## src/rtl/dom_shared_mul_gf2n_pipe_if.sv

```systemverilog
// Handshake and share bus for the pipelined DOM GF(2^N) multiplier.
interface dom_shared_mul_gf2n_pipe_if #(
  parameter int unsigned N      = 4,
  parameter int unsigned SHARES = 2
);
  localparam int unsigned NumPairs = SHARES * (SHARES - 1) / 2;

  logic [N*SHARES-1:0]   XxD;
  logic [N*SHARES-1:0]   YxD;
  logic [N*NumPairs-1:0] ZxD;
  logic                  RndValidxS;
  logic                  RndAckxS;
  logic                  InValidxS;
  logic                  InReadyxS;
  logic                  OutValidxS;
  logic                  OutReadyxS;
  logic [N*SHARES-1:0]   QxD;

  modport master (
    output XxD, YxD, ZxD, RndValidxS, InValidxS, OutReadyxS,
    input  RndAckxS, InReadyxS, OutValidxS, QxD
  );

  modport slave (
    input  XxD, YxD, ZxD, RndValidxS, InValidxS, OutReadyxS,
    output RndAckxS, InReadyxS, OutValidxS, QxD
  );
endinterface

```

## src/rtl/dom_shared_mul_gf2n_pipe.sv

```systemverilog
// Domain-oriented-masking multiplier over GF(2^N), arbitrary share count,
// with valid/ready flow control, randomness handshake, optional output
// register and synchronous flush.
module dom_shared_mul_gf2n_pipe #(
  parameter int unsigned N       = 4,
  parameter logic [N:0]  POLY    = 5'h13,
  parameter int unsigned SHARES  = 2,
  parameter bit          OUT_REG = 1'b1
) (
  input logic ClkxCI,
  input logic RstxBI,
  input logic FlushxSI,
  dom_shared_mul_gf2n_pipe_if.slave bus
);

  localparam int unsigned NumPairs = SHARES * (SHARES - 1) / 2;
  localparam int unsigned DataW    = N * SHARES;

  typedef logic [N-1:0] elem_t;

  // Shift-and-add GF(2^N) product, reducing after every shift.
  function automatic elem_t gfMul(input elem_t a, input elem_t b);
    elem_t acc;
    elem_t sh;
    elem_t bb;
    acc = '0;
    sh  = a;
    bb  = b;
    for (int unsigned i = 0; i < N; i++) begin
      if (bb[0]) acc = acc ^ sh;
      bb = bb >> 1;
      sh = sh[N-1] ? ((sh << 1) ^ POLY[N-1:0]) : (sh << 1);
    end
    return acc;
  endfunction

  elem_t xSh [SHARES];
  elem_t ySh [SHARES];
  elem_t zPair [NumPairs];

  elem_t innerD [SHARES];
  elem_t crossLoD [NumPairs];
  elem_t crossHiD [NumPairs];

  elem_t innerQ [SHARES];
  elem_t crossLoQ [NumPairs];
  elem_t crossHiQ [NumPairs];
  logic  v1Q;

  elem_t             sumD [SHARES];
  logic [DataW-1:0]  sumFlat;

  logic advance1;
  logic inReady;
  logic accept;

  // Unpack the flat share and randomness buses.
  always_comb begin
    for (int unsigned i = 0; i < SHARES; i++) begin
      xSh[i] = bus.XxD[i*N +: N];
      ySh[i] = bus.YxD[i*N +: N];
    end
    for (int unsigned k = 0; k < NumPairs; k++) begin
      zPair[k] = bus.ZxD[k*N +: N];
    end
  end

  // Per-domain inner products and resharing-masked cross products.
  always_comb begin
    int unsigned k;
    k = 0;
    for (int unsigned i = 0; i < SHARES; i++) begin
      innerD[i] = gfMul(xSh[i], ySh[i]);
    end
    for (int unsigned p = 0; p < NumPairs; p++) begin
      crossLoD[p] = '0;
      crossHiD[p] = '0;
    end
    for (int unsigned i = 0; i < SHARES; i++) begin
      for (int unsigned j = i + 1; j < SHARES; j++) begin
        crossLoD[k] = gfMul(xSh[i], ySh[j]) ^ zPair[k];
        crossHiD[k] = gfMul(xSh[j], ySh[i]) ^ zPair[k];
        k = k + 1;
      end
    end
  end

  assign inReady      = RstxBI & ~FlushxSI & (~v1Q | advance1);
  assign accept       = bus.InValidxS & bus.RndValidxS & inReady;
  assign bus.InReadyxS = inReady;
  assign bus.RndAckxS  = accept;

  // Stage 1: every term is registered before any cross-domain summation.
  always_ff @(posedge ClkxCI or negedge RstxBI) begin
    if (!RstxBI) begin
      v1Q <= 1'b0;
      for (int unsigned i = 0; i < SHARES; i++) innerQ[i] <= '0;
      for (int unsigned p = 0; p < NumPairs; p++) begin
        crossLoQ[p] <= '0;
        crossHiQ[p] <= '0;
      end
    end else if (FlushxSI) begin
      v1Q <= 1'b0;
      for (int unsigned i = 0; i < SHARES; i++) innerQ[i] <= '0;
      for (int unsigned p = 0; p < NumPairs; p++) begin
        crossLoQ[p] <= '0;
        crossHiQ[p] <= '0;
      end
    end else begin
      if (accept) begin
        v1Q <= 1'b1;
        for (int unsigned i = 0; i < SHARES; i++) innerQ[i] <= innerD[i];
        for (int unsigned p = 0; p < NumPairs; p++) begin
          crossLoQ[p] <= crossLoD[p];
          crossHiQ[p] <= crossHiD[p];
        end
      end else if (advance1) begin
        v1Q <= 1'b0;
      end
    end
  end

  // Compress each domain from registered terms only.
  always_comb begin
    int unsigned k;
    k = 0;
    for (int unsigned i = 0; i < SHARES; i++) sumD[i] = innerQ[i];
    for (int unsigned i = 0; i < SHARES; i++) begin
      for (int unsigned j = i + 1; j < SHARES; j++) begin
        sumD[i] = sumD[i] ^ crossLoQ[k];
        sumD[j] = sumD[j] ^ crossHiQ[k];
        k = k + 1;
      end
    end
    sumFlat = '0;
    for (int unsigned i = 0; i < SHARES; i++) sumFlat[i*N +: N] = sumD[i];
  end

  if (OUT_REG) begin : gOutReg
    logic [DataW-1:0] qQ;
    logic             v2Q;

    assign advance1       = ~v2Q | bus.OutReadyxS;
    assign bus.QxD        = qQ;
    assign bus.OutValidxS = v2Q;

    // Stage 2: output register, loads whenever stage 1 may advance.
    always_ff @(posedge ClkxCI or negedge RstxBI) begin
      if (!RstxBI) begin
        qQ  <= '0;
        v2Q <= 1'b0;
      end else if (FlushxSI) begin
        qQ  <= '0;
        v2Q <= 1'b0;
      end else if (v1Q && advance1) begin
        qQ  <= sumFlat;
        v2Q <= 1'b1;
      end else if (bus.OutReadyxS) begin
        v2Q <= 1'b0;
      end
    end
  end else begin : gOutComb
    assign advance1       = bus.OutReadyxS;
    assign bus.QxD        = sumFlat;
    assign bus.OutValidxS = v1Q;
  end

endmodule

```

## src/flat_wrapper.sv

```systemverilog
// flat-port wrapper written by rule: the top's interface ports become plain ports
module dom_shared_mul_gf2n_pipe_flat 
#(
  parameter int unsigned N       = 4,
  parameter logic [N:0]  POLY    = 5'h13,
  parameter int unsigned SHARES  = 2,
  parameter bit          OUT_REG = 1'b1
)
  (ClkxCI, RstxBI, FlushxSI, bus_XxD, bus_YxD, bus_ZxD, bus_RndValidxS, bus_InValidxS, bus_OutReadyxS, bus_RndAckxS, bus_InReadyxS, bus_OutValidxS, bus_QxD);
  dom_shared_mul_gf2n_pipe_if #(.N(N), .SHARES(SHARES)) bus_i ();
  input logic ClkxCI;
  input logic RstxBI;
  input logic FlushxSI;
  input wire logic [$bits(bus_i.XxD)-1:0] bus_XxD;
  input wire logic [$bits(bus_i.YxD)-1:0] bus_YxD;
  input wire logic [$bits(bus_i.ZxD)-1:0] bus_ZxD;
  input wire logic [$bits(bus_i.RndValidxS)-1:0] bus_RndValidxS;
  input wire logic [$bits(bus_i.InValidxS)-1:0] bus_InValidxS;
  input wire logic [$bits(bus_i.OutReadyxS)-1:0] bus_OutReadyxS;
  output wire logic [$bits(bus_i.RndAckxS)-1:0] bus_RndAckxS;
  output wire logic [$bits(bus_i.InReadyxS)-1:0] bus_InReadyxS;
  output wire logic [$bits(bus_i.OutValidxS)-1:0] bus_OutValidxS;
  output wire logic [$bits(bus_i.QxD)-1:0] bus_QxD;
  assign bus_i.XxD = bus_XxD;
  assign bus_i.YxD = bus_YxD;
  assign bus_i.ZxD = bus_ZxD;
  assign bus_i.RndValidxS = bus_RndValidxS;
  assign bus_i.InValidxS = bus_InValidxS;
  assign bus_i.OutReadyxS = bus_OutReadyxS;
  assign bus_RndAckxS = bus_i.RndAckxS;
  assign bus_InReadyxS = bus_i.InReadyxS;
  assign bus_OutValidxS = bus_i.OutValidxS;
  assign bus_QxD = bus_i.QxD;
  dom_shared_mul_gf2n_pipe #(.N(N), .POLY(POLY), .SHARES(SHARES), .OUT_REG(OUT_REG)) u_core (.ClkxCI(ClkxCI), .RstxBI(RstxBI), .FlushxSI(FlushxSI), .bus(bus_i));
endmodule
```

## config.mk

```make
export PLATFORM = sky130hd
export DESIGN_NAME = dom_shared_mul_gf2n_pipe_flat
export DESIGN_NICKNAME = d
export VERILOG_FILES = /design/src/rtl/dom_shared_mul_gf2n_pipe_if.sv /design/src/rtl/dom_shared_mul_gf2n_pipe.sv /design/src/flat_wrapper.sv
export SDC_FILE = /design/constraint.sdc
export NUM_CORES = 1
export LEC_CHECK = 0
export CELL_PAD_IN_SITES_DETAIL_PLACEMENT = 1
export CELL_PAD_IN_SITES_GLOBAL_PLACEMENT = 2
export CORE_MARGIN = 2
export CORE_UTILIZATION = 29
export DETAILED_ROUTE_END_ITERATION = 10
export PLACE_DENSITY = 0.82
export SLEW_MARGIN = 0
export SYNTH_ARGS = -nofsm -noshare
export SYNTH_HDL_FRONTEND = slang
export SYNTH_SLANG_ARGS = --single-unit
export TNS_END_PERCENT = 100
```

## constraint.sdc

```tcl
create_clock -name ClkxCI -period 1.4 [get_ports ClkxCI]
set_clock_uncertainty 0.05 [all_clocks]
set_input_delay 0.28 -clock ClkxCI [delete_from_list [all_inputs] [get_ports ClkxCI]]
set_output_delay 0.28 -clock ClkxCI [all_outputs]
set_load 0.05 [all_outputs]
```

==> results.md <==
* Outcome: finished, violations left
* Failing checks: negative setup slack
* Gr ovfl total at 0
* R2R cell count at 8
* Power Density at roughly 650 mW/mm^2
* Data required, critical path at 1.07 ns
* Initial DRC count at 46
* Core Area at 0.00725 mm^2
* Worst-path clk slew at ~0.08 ns
* Initial antenna violation count at 0
* Post-DR vias/cell at roughly 4.6
* Routed WL at 5730 um
* Worst Tran Pin Value at about 0.37 ns
* Placer congestion estimate at 0.822
* Synthesis-to-layout area growth at 47.9%
* Max FO, Critical Path at 2
* Compound-gate portion of the synthesized area at approximately 15%
* Initial Utilization at 29.8%
* Largest family of logic cells by synthesized area: XOR/XNOR gates
* Fin. max-slew vios at 0
* Multi-input gate area at 0.00150 mm^2
* Minimum clock period at approximately 1.6 ns
* Syn nets at 282
* CP endpoint: bus_RndAckxS
* Worst R2R End: u_core.crossHiQ[1]
* Reg area at ~650 um^2
* I/O pins at 37
* Yosys Warn Count at 0
* Syn Std Cell Area at 0.00216 mm^2
* Die footprint at 0.00816 mm^2
* Critical path arrival at around 1.3 ns
* Leak Pwr at 1.40 nW
* H-tree Lvls at 1
* Mux cell area share after synthesis at under 10%
* Via count at 1943
* First-pass GRT wire length at just under 10000 um
* Commonest cells after routing, fill and taps aside: 50 x nand2_1, 41 x buf_4, 39 x xnor2_1, 25 x dfrtp_1, 18 x xor2_1
* Slack of the worst reg-to-reg path at -0.18 ns
* # fillers at 848
* FF-to-FF Start: u_core.bus.OutValidxS
* Post-CTS Hold Buffers at 0
* Final Hold Viols at 0
* CTS root buf: clkbuf_8
* Drt drc at 0
* Peak supply drop at 0.000315 V
* Vias in the first global route at 2050
* Die width at 90.3 um
* FP Rows at 31
* Adder-cell share of the synthesized area at 0%
* Slew Limit Headroom at 75.6%
* Post-Syn Instances at 256
* Unique cell type count in the Yosys netlist at 36
* Largest net degree at the start of global routing at 27
* Final Cycle Share at 115%
* # diodes at 0
* Port-buffer cells at 36
* Final setup violation count at 18
* WS Path Type: flip-flop to output pin
* Die H at 90.3 um
* CTS max path bufs at 2
* Fraction of layout cells with a size suffix above 1 at around 27%
* Startpoint types: flip-flop
* Simple-Gate Fraction of Synth Area at 22.3%
* Total power draw at 2.07 mW
* DP Wirelength at between 4000 and 5000 um
* Hold Crit Class: primary input to asynchronous set/reset pin
* Clk Latency, worst-skew pair at 0.27 ns
* Yosys reg bits at 26
* RSZ-0062 raised after global routing: true
* Avg Inst Size Synth at between 8 and 9 um^2
* Post-route setup slack at -0.215 ns
* Gr usage total at 14.2%
* TritonRoute pass-1 iters at 4
* Post-layout util at approximately 44%
* Maxcap violations at 0
* Worst setup EP type: output pin
* CTS tree: yes
* Clk sinks at 26
* DP Worst Slack at -0.648 ns
* Register area share after synthesis at 30.1%
* Xor and xnor fraction of the mapped netlist area at 25.0%
* WL/cell at around 14 um
* CTS buffer count at 3
* Crit path from: u_core.bus.OutValidxS
* Commonest non-fill, non-tap cell in the layout: nand2_1
* Fmax at 619 MHz
* Final net count at 351
* Antenna Violating Nets Remaining at 0
-- layout make-up --
type / instances / area share (%)
clock buffer: 4 / 1.72
tap: 99 / 3.87
sequential: 26 / 20.4
timing repair buffer: 83 / 26.3
multi-input combinational: 207 / 47.0
inverter: 4 / 0.705
-- stage by stage --
stage	std cells	setup TNS, ns	hold slack, ns	cell area [um^2]
floorplan	256	-5.28	-0.0656	2220
global placement	417	-11.41	0.471	3050
detailed placement	417	-12.34	0.477	3050
CTS	423	-3.23	0.169	3190
global route	423	-4.24	0.216	3200
finish	423	-2.72	0.177	3200
-- sequential cells by signal (all words and copies together), names as in the netlist --
register,cells
u_core.innerQ,8
u_core.crossHiQ,4
u_core.bus.OutValidxS,1
u_core.v1Q,1
u_core.bus.QxD,8
u_core.crossLoQ,4
-- cell families (layout without fill, tap and decap cells) --
group / Yosys count / in the layout
AO/OA/AOI/OAI: 49 / 49
XOR/XNOR: 60 / 60
buffers and inverters: 23 / 91
flip-flops: 26 / 26
multiplexers: 5 / 5
AND/OR/NAND/NOR: 93 / 93
-- report_power, final --
group          internal (mW)  switching, mW
registers              0.779         0.0217
clock network          0.251          0.224
logic                  0.409          0.389
-- worst min-delay path by stage --
stage	endpoint	slack [ns]
global placement	u_core.crossLoQ[2]	0.47
finish	u_core.v1Q	0.18
floorplan	u_core.bus.OutValidxS	-0.07
global route	u_core.v1Q	0.22
CTS	u_core.bus.QxD[0]	0.17
detailed placement	u_core.crossHiQ[3]	0.48
-- cell usage after synthesis (all sizes together) --
cell type | n | area (um^2)
nor2 | 6 | 22.5
nand2 | 50 | 188
inv | 4 | 15.0
nor4 | 1 | 12.5
mux2 | 4 | 48.8
xnor2 | 40 | 350
nor4bb | 2 | 20.0
nand3b | 16 | 120
a22o | 8 | 70.1
or2b | 2 | 15.0
a22oi | 3 | 22.5
mux2i | 1 | 10.0
nor2b | 4 | 25.0
o21ai | 19 | 95.1
buf | 12 | 68.8
a21oi | 11 | 55.1
clkbuf | 7 | 26.3
nor3 | 3 | 25.0
a211oi | 1 | 12.5
o22ai | 3 | 18.8
nand2b | 5 | 31.3
a221oi | 2 | 30.0
nand3 | 1 | 5.00
a31oi | 1 | 6.26
xor2 | 20 | 190
or2 | 3 | 18.8
o22a | 1 | 8.76
dfrtp | 26 | 651
-- critical path: stages (launching register included) --
cell     delay, ns
dfrtp_2       0.41
nor2b_4       0.13
a21oi_4       0.15
nand3_4       0.13
inv_8         0.07
buf_12        0.12
-- layer usage --
| layer | wire length [um] | track usage (%) | vias up |
|---|---|---|---|
| met4 | 76 | 3.72 | 0 |
| met5 | 0 | 0 | - |
| li1 | - | - | 985 |
| met3 | 179 | 1.59 | 7 |
| met2 | 2840 | 25.6 | 41 |
| met1 | 2640 | 18.1 | 910 |
-- what timing repair did --
| action | 4_1_cts | 5_1_grt |
|---|---|---|
| endpoints found under the setup margin | 26 | 18 |
| cloned | 0 | 0 |
| resized for setup | 29 | 2 |
| buffers inserted | 2 | 0 |
| pin swaps | 9 | 3 |
Power figures use the tool's default switching activity.
